[src/rtl/rcs_pkg.sv]
// Shared definitions for the ripple counter sampler: FSM encodings and
// synchroniser depth.
package rcs_pkg;

  typedef enum logic [1:0] {
    RCS_IDLE   = 2'd0,
    RCS_SETTLE = 2'd1,
    RCS_HOLD   = 2'd2
  } rcs_state_e;

  localparam int RCS_SYNC_STAGES = 2;

endpackage

[src/rtl/sync_2ff.sv]
// WIDTH-bit two-flop synchroniser bringing asynchronous ripple counter bits
// into the clk domain; cleared by the synchronous active-low clear_n.
module sync_2ff
  import rcs_pkg::*;
#(
  parameter int WIDTH = 4
) (
  input  logic             clk,
  input  logic             clear_n,
  input  logic [WIDTH-1:0] d,
  output logic [WIDTH-1:0] q
);

  logic [WIDTH-1:0] sync_p0;
  logic [WIDTH-1:0] sync_p1;

  // p0: metastability catch flop; p1: resolved sample seen by the fabric
  always_ff @(posedge clk) begin
    if (!clear_n) begin
      sync_p0 <= '0;
      sync_p1 <= '0;
    end else begin
      sync_p0 <= d;
      sync_p1 <= sync_p0;
    end
  end

  assign q = sync_p1;

endmodule

[src/rtl/ripple_count_sampler.sv]
// Request-driven sampler for an asynchronous ripple counter: synchronise,
// wait for a stable value, then present count/delta/wrap on valid/ready.
// Optional forced capture after TIMEOUT settle cycles: define RCS_TIMEOUT_EN.
module ripple_count_sampler
  import rcs_pkg::*;
#(
  parameter int WIDTH         = 4,
  parameter int STABLE_CYCLES = 2,
  parameter int TIMEOUT       = 15
) (
  input  logic             clk,
  input  logic             clear_n,
  input  logic [WIDTH-1:0] count_in,
  input  logic             sample_req,
  input  logic             out_ready,
  output logic             out_valid,
  output logic [WIDTH-1:0] out_count,
  output logic [WIDTH-1:0] out_delta,
  output logic             out_wrap,
  output logic             out_err,
  output logic             busy
);

  localparam int SC_W = $clog2(STABLE_CYCLES + 1);

  if (STABLE_CYCLES < 1 || TIMEOUT <= STABLE_CYCLES) begin : g_bad_params
    $error("ripple_count_sampler: need STABLE_CYCLES >= 1 and TIMEOUT > STABLE_CYCLES");
  end

  rcs_state_e       state;
  rcs_state_e       state_nx;
  logic [WIDTH-1:0] sync_q;
  logic [WIDTH-1:0] prev_q;
  logic [WIDTH-1:0] last_q;
  logic [SC_W-1:0]  stab_cnt;
  logic             match;
  logic             hit;
  logic             forced;
  logic             capture;

  sync_2ff #(
    .WIDTH (WIDTH)
  ) u_sync (
    .clk     (clk),
    .clear_n (clear_n),
    .d       (count_in),
    .q       (sync_q)
  );

  assign match = (sync_q == prev_q);
  assign hit   = (state == RCS_SETTLE) && match &&
                 (stab_cnt == SC_W'(STABLE_CYCLES - 1));

`ifdef RCS_TIMEOUT_EN
  localparam int TO_W = $clog2(TIMEOUT + 1);

  logic [TO_W-1:0] to_cnt;

  // A normal capture on the same edge takes precedence over the timeout
  assign forced = (state == RCS_SETTLE) && !hit && (to_cnt == TO_W'(TIMEOUT - 1));

  always_ff @(posedge clk) begin
    if (!clear_n) begin
      to_cnt <= '0;
    end else if (state == RCS_IDLE && sample_req) begin
      to_cnt <= '0;
    end else if (state == RCS_SETTLE) begin
      to_cnt <= to_cnt + TO_W'(1);
    end
  end

  always_ff @(posedge clk) begin
    if (!clear_n) begin
      out_err <= 1'b0;
    end else if (capture) begin
      out_err <= forced;
    end
  end
`else
  assign forced  = 1'b0;
  assign out_err = 1'b0;
`endif

  assign capture = hit | forced;

  always_ff @(posedge clk) begin
    if (!clear_n) begin
      state <= RCS_IDLE;
    end else begin
      state <= state_nx;
    end
  end

  always_comb begin
    state_nx = state;
    unique case (state)
      RCS_IDLE:   if (sample_req) state_nx = RCS_SETTLE;
      RCS_SETTLE: if (capture)    state_nx = RCS_HOLD;
      RCS_HOLD:   if (out_ready)  state_nx = RCS_IDLE;
      default:                    state_nx = RCS_IDLE;
    endcase
  end

  always_comb begin
    busy = (state != RCS_IDLE);
  end

  // Stability filter, capture registers and result handshake
  always_ff @(posedge clk) begin
    if (!clear_n) begin
      prev_q    <= '0;
      last_q    <= '0;
      stab_cnt  <= '0;
      out_valid <= 1'b0;
      out_count <= '0;
      out_delta <= '0;
      out_wrap  <= 1'b0;
    end else begin
      unique case (state)
        RCS_IDLE: begin
          if (sample_req) begin
            prev_q   <= sync_q;
            stab_cnt <= '0;
          end
        end
        RCS_SETTLE: begin
          stab_cnt <= match ? stab_cnt + SC_W'(1) : '0;
          prev_q   <= sync_q;
          if (capture) begin
            out_count <= sync_q;
            out_delta <= sync_q - last_q;
            out_wrap  <= (sync_q < last_q);
            last_q    <= sync_q;
            out_valid <= 1'b1;
          end
        end
        RCS_HOLD: begin
          if (out_ready) out_valid <= 1'b0;
        end
        default: ;
      endcase
    end
  end

endmodule

[config.mk]
export PLATFORM = sky130hd
export DESIGN_NAME = ripple_count_sampler
export DESIGN_NICKNAME = d
export VERILOG_FILES = /design/src/rtl/rcs_pkg.sv /design/src/rtl/sync_2ff.sv /design/src/rtl/ripple_count_sampler.sv
export SDC_FILE = /design/constraint.sdc
export NUM_CORES = 1
export LEC_CHECK = 0
export ABC_CLOCK_PERIOD_IN_PS = 4400
export BUFFER_PORTS_ARGS = -buffer_cell sky130_fd_sc_hd__clkbuf_2
export CAP_MARGIN = 0
export CORE_MARGIN = 3
export CORE_UTILIZATION = 40
export DETAILED_ROUTE_END_ITERATION = 8
export PLACE_DENSITY = 0.67
export SKIP_CTS_REPAIR_TIMING = 1
export SLEW_MARGIN = 40
export SYNTH_ARGS = -nofsm -noshare
export SYNTH_HDL_FRONTEND = slang
export SYNTH_SLANG_ARGS = --single-unit
[constraint.sdc]
create_clock -name clk -period 4.4 [get_ports clk]
set_input_delay 0.88 -clock clk [delete_from_list [all_inputs] [get_ports clk]]
set_output_delay 0.88 -clock clk [all_outputs]
set_load 0.005 [all_outputs]
==> impl_metrics.yaml <==
timing:
  rsz0062_at_grt: "no"
  slew_viol_final: 0
  finalHoldViolCount: 0
  skew_ns: 0.00534
  fin_crit_sh_pct: 44.5
  slew_headroom_pct: 64.8
  period_needed_ns: 1.96
  worst_pin_slew_ns: 0.527
  final.setup.tns_ns: 0
  setup_viol: 0
  max_freq_ghz: 0.511
placed_design:
  gp_congestion: 0.760
  dp.cells: 163
  port_buffers: 18
  dpl.hpwl_mm: 1.51
min_path:
  worstHoldStart: "u_sync.sync_p0[1]"
  whs_endpoint: "u_sync.q[1]"
  holdCritPathClass: "flop to flop"
  min_path_cells: 1
floorplan:
  die_h_um: 59.0
  start_util_pct: 43.7
  dieArea_um2: 3480
  die_w_um: 59.0
  core_area_um2: 2570
  io_pins: 20
  rows: 18
drt:
  vias: 867
  drt_wl_total_mm: 2.08
  drt_iter0_drc: 26
  wl_per_cell_um: 12.5
  drtPass1Iterations: 4
  antenna_left: 0
  route.detailed.drc: 0
  viasPerCell: 5.22
synthesis:
  synthDistinctLibCells: 34
  syn_area_um2: 1120
  synth_top_area_share_pct: 46.4
  synth_seq_cells: 26
  synth_compound_area_share_pct: 16.3
  synthSimpleGateAreaFrac_pct: 17.2
  synth-adder-area-share_pct: 7.36
  synth_seq_area_share_pct: 46.4
  synthTopCellsByArea: "dfxtp_1 46%, ha_1 5.6%, a21oi_1 5.4%"
  synth.net_count: 135
  synth_top_family_by_area: "simple AND/OR/NAND/NOR gates"
  syn_inst: 121
  yosys_warnings: 0
  syn_area_per_cell_um2: 9.28
  synthMuxAreaShare_pct: 2.68
  synth-xor-area-share_pct: 3.90
  synth_area_leader_cell: "dfxtp_1"
critical_path:
  r2r_end: "out_wrap"
  critPathRequiredTime_ns: 3.52
  cp.arrival_ns: 1.08
  reg2reg_slack_ns: 2.71
  path_max_fanout: 5
  end_kind: "output port"
  timing.rr.start: "u_sync.q[0]"
  r2r_cells: 8
  crit_type: "flop to output port"
  cp-start-kind: "flop"
power_and_ir_drop:
  total_leakage_power_nw: 0.490
  ir_drop_v: 0.000220
  p_per_area_nw_per_um2: 312
clocking:
  tritoncts: "yes"
  cts_buffers: 3
  clk_pin_slew_ns: 0.13
  cts_buffer_depth: 2
  htreeDepth: 1
  clkSinkCount: 26
  clk_latency_ns: 0.32
  cts_root_buf: "clkbuf_4"
flow_run:
  maxCapViolCount: 0
grt:
  grt_overflow: 0
  grt_pass1_vias: 774
  grt_usage_pct: 13.8
  grt_pass1_wl_mm: 3.57
  antenna_found_initial: 0
  grt_max_degree: 17
outcome:
  status: "complete, no violations"
finish:
  drive_above_1_share_pct: 18.4
  nFillCells: 259
  nets: 152
  syn_to_final_growth_pct: 10.1
  multi_input_area_um2: 536
  stdcell_count: 166
  register_area_um2: 520
  diodes: 0
[worst max-delay path: stages (launching register included)]
cell      delay [ns]
dfxtp_1         0.36
or2_2           0.29
clkbuf_2        0.11
[flip-flops by register name (all words and copies together), names as in the netlist]
name / cells
last_q: 4
out_wrap: 1
out_delta: 4
u_sync.q: 4
out_valid: 1
stab_cnt: 2
state: 2
prev_q: 4
u_sync.sync_p0: 4
[per-stage QoR]
step / setup slack [ns] / hold slack [ns] / area (um^2) / power, mW / utilization [%]
floorplan: 2.87 / 0.412 / 1120 / 0.286 / -
global placement: 2.68 / 0.414 / 1210 / 0.293 / 47.3
detailed placement: 2.64 / 0.420 / 1210 / 0.294 / 47.3
CTS: 2.42 / 0.451 / 1240 / 0.393 / 48.1
global route: 2.37 / 0.468 / 1240 / 0.408 / 48.1
finish: 2.44 / 0.447 / 1240 / 0.386 / 48.1
[final cells by class]
cell class                 instances  area share (%)
tap                               30            3.04
timing repair buffer              18            7.29
sequential                        26            42.1
clock buffer                       3            1.82
multi-input combinational         81            43.3
inverter                           8            2.43
[worst max-delay path by stage]
| stage | start | endpoint | slack, ns | cells after the start |
|---|---|---|---|---|
| after floorplan | sample_req | prev_q[1] | 2.87 | 3 |
| after global placement | sample_req | prev_q[3] | 2.68 | 4 |
| after detailed placement | clear_n | out_valid | 2.64 | 3 |
| after CTS | state[1] | busy | 2.42 | 2 |
| after global routing | state[1] | busy | 2.37 | 2 |
| final | state[1] | busy | 2.44 | 2 |
[cell families after synthesis]
family	count (synthesis)
other	1
XOR/XNOR	5
AO/OA/AOI/OAI	30
multiplexers	3
buffers and inverters	14
adder cells (fa/ha/maj)	6
flip-flops	26
AND/OR/NAND/NOR	36
[report_power, final]
group	switching [mW]	internal [mW]	total (mW)
Combinational	0.0249	0.0170	0.0419
Clock	0.0645	0.0321	0.0966
Sequential	0.00509	0.242	0.248
[per-layer routing]
layer / wire [um] / share of wire (%) / track usage [%] / up-vias
li1: - / - / - / 441
met1: 1020 / 49 / 18.8 / 399
met2: 899 / 43 / 20.3 / 22
met3: 104 / 5.0 / 2.18 / 5
met4: 54 / 2.6 / 8.74 / 0
met5: 0 / 0 / 0 / -
[cell usage in the layout (no fill, tap or decap), types with 2 or more instances in the layout]
cell      synthesis  layout
xnor2_1           5       5
ha_1              5       5
a211oi_1          2       2
clkbuf_2          0      18
nand3_1           8       8
and2_1            8       8
inv_1             8       8
o21ai_0           8       8
o21a_1            2       2
or3_1             2       2
mux2i_1           3       3
a21oi_1          12      12
nor2_1            6       6
dfxtp_1          26      26
clkbuf_4          0       3
nand2_1           3       3
nor3_1            3       3
[cells in the mapped netlist]
master,n
and2b_1,1
nand2_1,3
or2_2,1
buf_2,2
a21o_1,1
o211ai_1,1
and3_2,1
clkbuf_1,1
dfxtp_1,26
conb_1,1
and3_1,1
inv_1,8
o21ai_0,8
o41ai_1,1
and2_1,8
nor3b_1,1
a21oi_2,1
xnor2_1,5
nand3_1,8
fa_1,1
or3_1,2
buf_1,1
nor2b_1,1
nor3_1,3
o21a_1,2
a21oi_1,12
nor2_1,6
buf_4,1
a211oi_1,2
a311oi_1,1
mux2i_1,3
ha_1,5
o21bai_2,1
buf_6,1
(Power assumes the default switching activity.)
